$ cat src/rtl/uart_frame_decoder.sv
// Framed-packet decoder (SOF, LEN, payload, CSUM) that emits verified payloads as a tlast-terminated stream.
// Define INTERBYTE_TIMEOUT_EN to abort frames whose inter-byte gap reaches TIMEOUT_CYCLES.
module uart_frame_decoder #(
  parameter int unsigned WORD_LENGTH    = 8,
  parameter int unsigned MAX_LEN        = 32,
  parameter logic [7:0]  SOF_BYTE       = 8'hA5,
  parameter int unsigned TIMEOUT_CYCLES = 100000
) (
  input  logic                   clk,
  input  logic                   resetn,
  input  logic [WORD_LENGTH-1:0] s_axis_tdata,
  input  logic                   s_axis_tvalid,
  output logic                   s_axis_tready,
  output logic [WORD_LENGTH-1:0] m_axis_tdata,
  output logic                   m_axis_tvalid,
  input  logic                   m_axis_tready,
  output logic                   m_axis_tlast,
  output logic                   frame_ok,
  output logic                   frame_err,
  output logic [1:0]             err_code
);

  localparam int unsigned W     = WORD_LENGTH;
  localparam int unsigned IDX_W = (MAX_LEN > 1) ? $clog2(MAX_LEN) : 1;

  localparam logic [2:0] ST_HUNT    = 3'd0;
  localparam logic [2:0] ST_LEN     = 3'd1;
  localparam logic [2:0] ST_PAYLOAD = 3'd2;
  localparam logic [2:0] ST_CSUM    = 3'd3;
  localparam logic [2:0] ST_EMIT    = 3'd4;

  logic [2:0]       state, state_nxt;
  logic [W-1:0]     len, len_nxt;
  logic [W-1:0]     sum, sum_nxt;
  logic [IDX_W-1:0] wr_idx, wr_idx_nxt;
  logic [IDX_W-1:0] rd_idx, rd_idx_nxt, rd_idx_inc;
  logic [W-1:0]     tdata_nxt;
  logic             tvalid_nxt, tlast_nxt, tready_nxt;
  logic             ok_nxt, err_nxt;
  logic [1:0]       code_nxt;
  logic             in_hs, out_hs;
  logic [W-1:0]     payload_mem [MAX_LEN];

`ifdef INTERBYTE_TIMEOUT_EN
  localparam int unsigned GAP_W = $clog2(TIMEOUT_CYCLES + 1);
  logic [GAP_W-1:0] gap_cnt, gap_nxt;
`else
  // TIMEOUT_CYCLES only matters when the gap counter is built
  logic unused_timeout;
  assign unused_timeout = |TIMEOUT_CYCLES;
`endif

  assign in_hs      = s_axis_tvalid & s_axis_tready;
  assign out_hs     = m_axis_tvalid & m_axis_tready;
  assign rd_idx_inc = rd_idx + IDX_W'(1);

  // Next-state and next-output logic
  always_comb begin
    state_nxt  = state;
    len_nxt    = len;
    sum_nxt    = sum;
    wr_idx_nxt = wr_idx;
    rd_idx_nxt = rd_idx;
    tdata_nxt  = m_axis_tdata;
    tvalid_nxt = m_axis_tvalid;
    tlast_nxt  = m_axis_tlast;
    ok_nxt     = 1'b0;
    err_nxt    = 1'b0;
    code_nxt   = err_code;
    case (state)
      ST_HUNT: begin
        if (in_hs && s_axis_tdata == W'(SOF_BYTE)) state_nxt = ST_LEN;
      end
      ST_LEN: begin
        if (in_hs) begin
          len_nxt    = s_axis_tdata;
          sum_nxt    = s_axis_tdata;
          wr_idx_nxt = '0;
          if (s_axis_tdata == '0 || s_axis_tdata > W'(MAX_LEN)) begin
            err_nxt   = 1'b1;
            code_nxt  = 2'd1;
            state_nxt = ST_HUNT;
          end else begin
            state_nxt = ST_PAYLOAD;
          end
        end
      end
      ST_PAYLOAD: begin
        if (in_hs) begin
          sum_nxt = sum + s_axis_tdata;
          if (W'(wr_idx) == len - W'(1)) state_nxt = ST_CSUM;
          else                           wr_idx_nxt = wr_idx + IDX_W'(1);
        end
      end
      ST_CSUM: begin
        if (in_hs) begin
          if (W'(sum + s_axis_tdata) == '0) begin
            ok_nxt     = 1'b1;
            rd_idx_nxt = '0;
            tdata_nxt  = payload_mem[0];
            tvalid_nxt = 1'b1;
            tlast_nxt  = (len == W'(1));
            state_nxt  = ST_EMIT;
          end else begin
            err_nxt   = 1'b1;
            code_nxt  = 2'd2;
            state_nxt = ST_HUNT;
          end
        end
      end
      ST_EMIT: begin
        if (out_hs) begin
          if (m_axis_tlast) begin
            tvalid_nxt = 1'b0;
            tlast_nxt  = 1'b0;
            state_nxt  = ST_HUNT;
          end else begin
            rd_idx_nxt = rd_idx_inc;
            tdata_nxt  = payload_mem[rd_idx_inc];
            tlast_nxt  = (W'(rd_idx_inc) == len - W'(1));
          end
        end
      end
      default: state_nxt = ST_HUNT;
    endcase
`ifdef INTERBYTE_TIMEOUT_EN
    // Gap counter only runs while a frame is being received
    gap_nxt = '0;
    if ((state == ST_LEN || state == ST_PAYLOAD || state == ST_CSUM) && !in_hs) begin
      if (gap_cnt == GAP_W'(TIMEOUT_CYCLES - 1)) begin
        err_nxt   = 1'b1;
        code_nxt  = 2'd3;
        state_nxt = ST_HUNT;
      end else begin
        gap_nxt = gap_cnt + GAP_W'(1);
      end
    end
`endif
    tready_nxt = (state_nxt != ST_EMIT);
  end

  // State and output registers
  always_ff @(posedge clk) begin
    if (!resetn) begin
      state         <= ST_HUNT;
      len           <= '0;
      sum           <= '0;
      wr_idx        <= '0;
      rd_idx        <= '0;
      s_axis_tready <= 1'b0;
      m_axis_tdata  <= '0;
      m_axis_tvalid <= 1'b0;
      m_axis_tlast  <= 1'b0;
      frame_ok      <= 1'b0;
      frame_err     <= 1'b0;
      err_code      <= 2'd0;
`ifdef INTERBYTE_TIMEOUT_EN
      gap_cnt       <= '0;
`endif
    end else begin
      state         <= state_nxt;
      len           <= len_nxt;
      sum           <= sum_nxt;
      wr_idx        <= wr_idx_nxt;
      rd_idx        <= rd_idx_nxt;
      s_axis_tready <= tready_nxt;
      m_axis_tdata  <= tdata_nxt;
      m_axis_tvalid <= tvalid_nxt;
      m_axis_tlast  <= tlast_nxt;
      frame_ok      <= ok_nxt;
      frame_err     <= err_nxt;
      err_code      <= code_nxt;
`ifdef INTERBYTE_TIMEOUT_EN
      gap_cnt       <= gap_nxt;
`endif
    end
  end

  // Payload buffer, readable only after the checksum passes
  always_ff @(posedge clk) begin
    if (state == ST_PAYLOAD && in_hs) payload_mem[wr_idx] <= s_axis_tdata;
  end

endmodule

$ cat config.mk
export PLATFORM = sky130hd
export DESIGN_NAME = uart_frame_decoder
export DESIGN_NICKNAME = d
export VERILOG_FILES = /design/src/rtl/uart_frame_decoder.sv
export SDC_FILE = /design/constraint.sdc
export NUM_CORES = 1
export LEC_CHECK = 0
export ABC_AREA = 1
export CAP_MARGIN = 20
export CELL_PAD_IN_SITES_DETAIL_PLACEMENT = 1
export CELL_PAD_IN_SITES_GLOBAL_PLACEMENT = 1
export CORE_UTILIZATION = 37
export CTS_BUF_LIST = sky130_fd_sc_hd__clkbuf_8
export DETAILED_ROUTE_END_ITERATION = 8
export MAX_ROUTING_LAYER = met4
export PLACE_DENSITY_LB_ADDON = 0.2
export SYNTH_ARGS = -nofsm -noshare
export SYNTH_HDL_FRONTEND = slang
export SYNTH_SLANG_ARGS = --single-unit
$ cat constraint.sdc
create_clock -name clk -period 2.95 [get_ports clk]
set_input_delay 0.885 -clock clk [delete_from_list [all_inputs] [get_ports clk]]
set_output_delay 0.885 -clock clk [all_outputs]
set_load 0.05 [all_outputs]
Word level (Yosys, flattened, before mapping)
Memories as Yosys holds them, arrays and structs flattened.
Index checks and enable logic that the tools add are counted.
{ "classes": {"add_sub_neg": 4, "n_lt_le_gt_ge": 1, "eq_ne": 19, "muxes": 50, "n_bitwise": 2, "n_reduce_logical": 17} }
{ "op_table": {"columns": ["operator", "n"], "rows": [
  ["8-bit two-way mux", 6],
  ["5-bit two-way mux", 7],
  ["8-bit case mux with 2 select lines", 2],
  ["3-bit two-way mux", 8],
  ["2-bit != test, second input constant", 10],
  ["5-bit case mux with 2 select lines", 2],
  ["5-bit by 8-bit equality test with 1-bit output", 2],
  ["8-bit zero test", 2],
  ["1-bit two-way mux", 15],
  ["3-bit case mux with 5 select lines", 1],
  ["5-bit AND reduction", 3],
  ["5-bit by 1-bit adder with 5-bit output, second input constant", 2],
  ["2-bit two-way mux", 5],
  ["8-bit adder", 1],
  ["8-bit by 1-bit equality test with 1-bit output, second input constant", 1],
  ["8-bit equality test, second input constant", 1],
  ["8-bit by 6-bit greater-than comparator with 1-bit output, second input constant", 1],
  ["4-bit AND reduction", 2],
  ["8-bit by 1-bit subtractor with 8-bit output, second input constant", 1],
  ["3-bit by 2-bit equality test with 1-bit output, second input constant", 2],
  ["1-bit case mux with 2 select lines", 3],
  ["3-bit AND reduction", 2],
  ["2-bit nonzero test", 3],
  ["2-bit case mux with 2 select lines", 1],
  ["other kinds (8)", 10]
]} }
{ "totals": {"reg_bits": 44, "mem_bits_rw": 256, "wordCells": 106, "n_memories": 1} }
{ "memory_table": {"columns": ["memory", "words", "word_bits", "rd", "rd_ports_with_merged_regs", "wr", "line", "rtl"], "rows": [
  ["payload_mem", 32, 8, 2, 0, 1, "42", "logic [W-1:0] payload_mem [MAX_LEN];"]
]} }

Longest topological paths before layout
{ "logic_depth": {"word_depth": 6, "depth_mapped": 17, "ltp_nobuf": 16} }

Least setup slack after synthesis
No wires, ideal clock.
{ "synth_timing": {"path_type": "input to register", "start": "input s_axis_tdata[0]", "end": "register m_axis_tdata[0]", "setup_ns": 0.113, "arrival_time_ns": 2.608, "required_ns": 2.837, "setup_slack_ns": 0.229, "cell_stages": 15, "n_path_buf": 1, "cell_sequence": "ha_1 -> inv_1 -> fa_1 -> inv_1 -> nor2_1 -> nand3_1 -> nor2_1 -> nand3_1 -> nor2_2 -> nand3_2 -> nand2_4 -> nand3_4 -> buf_6 -> nor2_1 -> nor2_1"} }
{ "synth_via": {"elab_chain_len": 4} }
{ "synth_rtl": {"columns": ["item", "line", "rtl"], "rows": [
  ["start: declaration", "11", "input logic [WORD_LENGTH-1:0] s_axis_tdata,"],
  ["8-bit adder", "97", "if (W'(sum + s_axis_tdata) == '0) begin"],
  ["8-bit zero test", "97", null],
  ["2-bit != test (no line)", null, null],
  ["5-bit AND reduction (no line)", null, null],
  ["end signal: assignment", "167", "m_axis_tdata <= tdata_nxt;"],
  ["end: declaration", "14", "output logic [WORD_LENGTH-1:0] m_axis_tdata,"]
]} }
No other way between the ends.
A chain may end at the register's enable or synchronous reset.

Worst setup path after layout
{ "layout_timing": {"start": "input s_axis_tdata[0]", "end": "register rd_idx[2]"} }
{ "layout_via": {"elab_chain_len": 4} }
{ "layout_rtl": {"columns": ["item", "line", "rtl"], "rows": [
  ["8-bit adder", "97", null],
  ["8-bit zero test", "97", null],
  ["2-bit != test (no line)", null, null],
  ["5-bit AND reduction (no line)", null, null],
  ["end signal: assignment", "165", "rd_idx <= rd_idx_nxt;"],
  ["end: declaration", "36", "logic [IDX_W-1:0] rd_idx, rd_idx_nxt, rd_idx_inc;"]
]} }
No other way between the ends.

==> impl_metrics.prom <==
# TYPE chip_impl_metric gauge
chip_impl_metric{name="number_of_nets_with_antenna_violations_after_detailed_routing",unit=""} 0
chip_impl_metric{name="clkLatencyLatePin",unit="ns"} 0.60
chip_impl_metric{name="synth_seq_area_share",unit="%"} 65.27
chip_impl_metric{name="met2_wire_length",unit="µm"} 18040
chip_impl_metric{name="met1_layer_wirelength_in_the_final_routing",unit="µm"} 17190
chip_impl_metric{name="synth-async-reset-ratio",unit="%"} 0
chip_impl_metric{name="floorplan.initialDensity",unit="%"} 37.82
chip_impl_info{name="result_of_the_run",value="finished, final reports clean"} 1
chip_impl_metric{name="met3_length",unit="µm"} 1059
chip_impl_info{name="critical_path.endpoint_type",value="register"} 1
chip_impl_metric{name="placementRows",unit=""} 68
chip_impl_metric{name="ctsLongestPathBuffers",unit=""} 3
chip_impl_info{name="worst_hold_path_type",value="register to register"} 1
chip_impl_metric{name="core-area",unit="µm²"} 34710
chip_impl_metric{name="max-vdd-ir-drop",unit="mV"} 0.2458
chip_impl_metric{name="floorplan.die_area",unit="µm²"} 36240
chip_impl_metric{name="grt_overflow",unit=""} 0
chip_impl_metric{name="grt_max_degree",unit=""} 70
chip_impl_info{name="layout.cells.most_common",value="nor2_1"} 1
chip_impl_metric{name="clock.fmax",unit="GHz"} 0.3603
chip_impl_metric{name="count_of_maximum_capacitance_violations",unit=""} 0
chip_impl_info{name="synth.area.top_cells",value="edfxtp_1 (59%), nor2_1 (8.1%), dfxtp_1 (6.7%)"} 1
chip_impl_info{name="clockRootBuffer",value="clkbuf_8"} 1
chip_impl_metric{name="detail_route.iter0.violations",unit=""} 598
chip_impl_metric{name="route.final.wire_length",unit="µm"} 36990
chip_impl_info{name="tritoncts_clock_tree",value="done"} 1
chip_impl_metric{name="final_weighted_congestion_of_routability_driven_global_placement",unit=""} 0.7889
chip_impl_metric{name="cts-htree-levels",unit=""} 2
chip_impl_info{name="crit-reg2reg-launch",value="rd_idx[0]"} 1
chip_impl_metric{name="worst-endpoint-required",unit="ns"} 3.49
chip_impl_metric{name="leakagePower",unit="nW"} 5.616
chip_impl_metric{name="route.vias.total",unit=""} 9658
chip_impl_metric{name="multi_input_comb_area",unit="µm²"} 4081
chip_impl_metric{name="post_synthesis_instance_area",unit="µm²"} 13130
chip_impl_metric{name="timing.setup.tns",unit="ns"} 0
chip_impl_info{name="hold_path_end",value="err_code[1]"} 1
chip_impl_metric{name="synthCells",unit=""} 1262
chip_impl_metric{name="cts_hold_repair.buffers",unit=""} 0
chip_impl_info{name="layout.cells.most_common_list",value="nor2_1 (283), edfxtp_1 (256), nand2_1 (160), o21ai_0 (133), nand3_1 (73)"} 1
chip_impl_metric{name="nNetsFinal",unit=""} 1388
chip_impl_metric{name="ff_to_ff_setup_slack",unit="ns"} 0.46
chip_impl_metric{name="mappedNetlistNets",unit=""} 1289
chip_impl_info{name="worst_hold_startpoint",value="err_code[1]"} 1
chip_impl_metric{name="number_of_synthesized_flops_with_an_enable_pin",unit=""} 256
chip_impl_metric{name="clock-sinks",unit=""} 300
chip_impl_metric{name="synth_cell_type_count",unit=""} 38
chip_impl_metric{name="postLayoutCoreUtil",unit="%"} 44.63
chip_impl_metric{name="relSlewSlack",unit="%"} 49.41
chip_impl_info{name="synth_area_leader",value="edfxtp_1"} 1
chip_impl_metric{name="post_synth.cell_area_avg",unit="µm²"} 10.40
chip_impl_metric{name="power_density",unit="nW/µm²"} 548.9
chip_impl_metric{name="tightestPinTransition",unit="ns"} 0.7578
chip_impl_metric{name="setup_violations",unit=""} 0
chip_impl_metric{name="tritoncts.num_buffers",unit=""} 52
chip_impl_metric{name="die_h",unit="µm"} 190.4
chip_impl_metric{name="grt_antenna_before_repair",unit=""} 0
chip_impl_metric{name="finalHoldViolCount",unit=""} 0
chip_impl_metric{name="grt_usage",unit="%"} 21.41
chip_impl_metric{name="synth_top_cell_area_share",unit="%"} 58.56
chip_impl_info{name="route.top_layer_used",value="met4"} 1
chip_impl_metric{name="worstHoldPathCells",unit=""} 2
chip_impl_metric{name="timing.reg2reg.worst_path_depth",unit=""} 10
chip_impl_metric{name="post_drt_wl_per_cell",unit="µm"} 19.90
chip_impl_metric{name="yosysWarnings",unit=""} 0
chip_impl_metric{name="drv_slew",unit=""} 0
chip_impl_info{name="start_kind",value="input port"} 1
chip_impl_metric{name="viasPerCell",unit=""} 5.195
chip_impl_metric{name="drive_above_1_share",unit="%"} 13.18
chip_impl_metric{name="dp_hpwl",unit="µm"} 23810
chip_impl_metric{name="finalWorstPathRequiredPeriod",unit="ns"} 2.775
chip_impl_info{name="criticalPathCategory",value="input port to register"} 1
chip_impl_metric{name="fin_crit_sh",unit="%"} 94.07
chip_impl_metric{name="fp.dieW",unit="µm"} 190.4
chip_impl_info{name="synthFlopType",value="edfxtp_1"} 1
chip_impl_metric{name="grt_pass1_vias",unit=""} 9862
chip_impl_metric{name="dr_pass1_iterations",unit=""} 4
chip_impl_metric{name="num_io_pins",unit=""} 27
chip_impl_metric{name="antenna_diodes",unit=""} 0
chip_impl_metric{name="worst_clock_skew",unit="ns"} 0.03293
chip_impl_info{name="r2r_end",value="m_axis_tdata[0]"} 1
chip_impl_metric{name="syn_to_final_growth",unit="%"} 18.02
chip_impl_metric{name="detail_route.drc_violations",unit=""} 0
chip_impl_metric{name="synth.ff_latch_count",unit=""} 300
chip_impl_info{name="rsz0062_at_grt",value="no"} 1
chip_impl_metric{name="clkTransAtPathRegs",unit="ns"} 0.06
chip_impl_metric{name="area.sequential",unit="µm²"} 8572
chip_impl_metric{name="filler_cell_count",unit=""} 3873
chip_impl_metric{name="grt_first_pass_wirelength",unit="µm"} 57320
chip_impl_metric{name="arrival",unit="ns"} 3.31
chip_impl_metric{name="port-buffer-count",unit=""} 26
chip_impl_metric{name="peak_fanout_along_the_critical_path",unit=""} 11
[cells by family (layout without fill, tap and decap cells)]
kind of cell / after synthesis / count (layout) / synth area share [%]
XOR/XNOR: 11 / 11 / 0.8483
AND/OR/NAND/NOR: 546 / 548 / 17.13
buffers and inverters: 133 / 273 / 4.232
adder cells (fa/ha/maj): 15 / 15 / 1.487
flip-flops: 300 / 300 / 65.27
AO/OA/AOI/OAI: 257 / 257 / 11.04
[timing repair]
action,4_1_cts,5_1_grt
endpoints found under the hold margin,0,0
buffers inserted,0,1
resized for setup,0,10
setup endpoints to repair,0,17
[metrics by stage]
step | setup slack (ns) | cell area [µm²] | instances | total power, mW | hold slack (ns)
after global placement | -0.5029 | 14390 | 1759 | 4.855 | 0.4350
after CTS | 0.02730 | 15420 | 1856 | 8.609 | 0.4802
final | 0.1748 | 15490 | 1859 | 8.505 | 0.4762
after detailed placement | -0.5818 | 14390 | 1759 | 4.859 | 0.4702
after global routing | 0.01329 | 15490 | 1859 | 8.783 | 0.5090
after floorplan | 0.2295 | 13130 | 1262 | 4.726 | 0.4630
[state kept, by name, indices dropped and copies added (netlist names)]
register       flops
m_axis_tvalid      1
wr_idx             5
rd_idx             5
sum                8
frame_err          1
s_axis_tready      1
frame_ok           1
payload_mem      256
err_code           2
state              3
m_axis_tdata       8
m_axis_tlast       1
len                8
[final cells by class]
class	count	share of cell area, %
multi-input cells	831	26.34
flip-flops and latches	300	55.33
clock buffers	59	5.241
repair buffers	106	6.299
clock inverters	38	1.413
inverters	70	1.704
well taps	455	3.674
[metal layers]
metal | vias to the layer above | GRT usage (%)
met3 | 53 | 2.668
li1 | 4614 | -
met1 | 4842 | 27.25
met4 | 0 | 5.692
met2 | 149 | 36.00
met5 | - | -
[cells in the mapped netlist (all sizes together) (2+ instances only)]
cell type and number:
ha 14, o22ai 4, a211oi 2, nor3 2, nor2 289, xor2 10, clkbuf 34, a21oi 32
inv 69, buf 29, dfxtp 44, a31oi 3, nand4 11, nand3 77, edfxtp 256, nand2 163
o21ai 157, nand3b 2, o211ai 57
[worst max-delay path: stages]
cell and delay, ns:
clkdlybuf4s50_1 0.48, ha_1 0.17, inv_1 0.06, fa_1 0.39, inv_1 0.09, nand3_1 0.10, nand2_2 0.10, nand2_1 0.06
nand2_1 0.08, nand3_2 0.10, nor2_4 0.14, nand3_4 0.12, nand2_8 0.13, nand3_4 0.15, nand2_1 0.14, inv_2 0.03
nor2_1 0.08
[worst max-delay path by stage]
stage,startpoint,to,slack (ns),depth (start not counted)
floorplan,s_axis_tdata[0],m_axis_tdata[0],0.23,15
CTS,s_axis_tdata[1],m_axis_tdata[7],0.03,17
detailed placement,s_axis_tdata[1],rd_idx[0],-0.58,17
global placement,s_axis_tdata[1],m_axis_tdata[0],-0.50,15
global route,s_axis_tdata[0],rd_idx[3],0.01,16
finish,s_axis_tdata[0],rd_idx[2],0.17,17
[power by group]
| group | switching [mW] | internal [mW] | leakage (nW) | total (mW) |
|---|---|---|---|---|
| sequential | 0.000500 | 4.60 | 2.66 | 4.60 |
| combinational | 0.126 | 0.0485 | 2.37 | 0.174 |
| clock | 1.72 | 2.01 | 0.591 | 3.73 |
| total | 1.85 | 6.66 | 5.62 | 8.51 |
(Power assumes the default switching activity.)
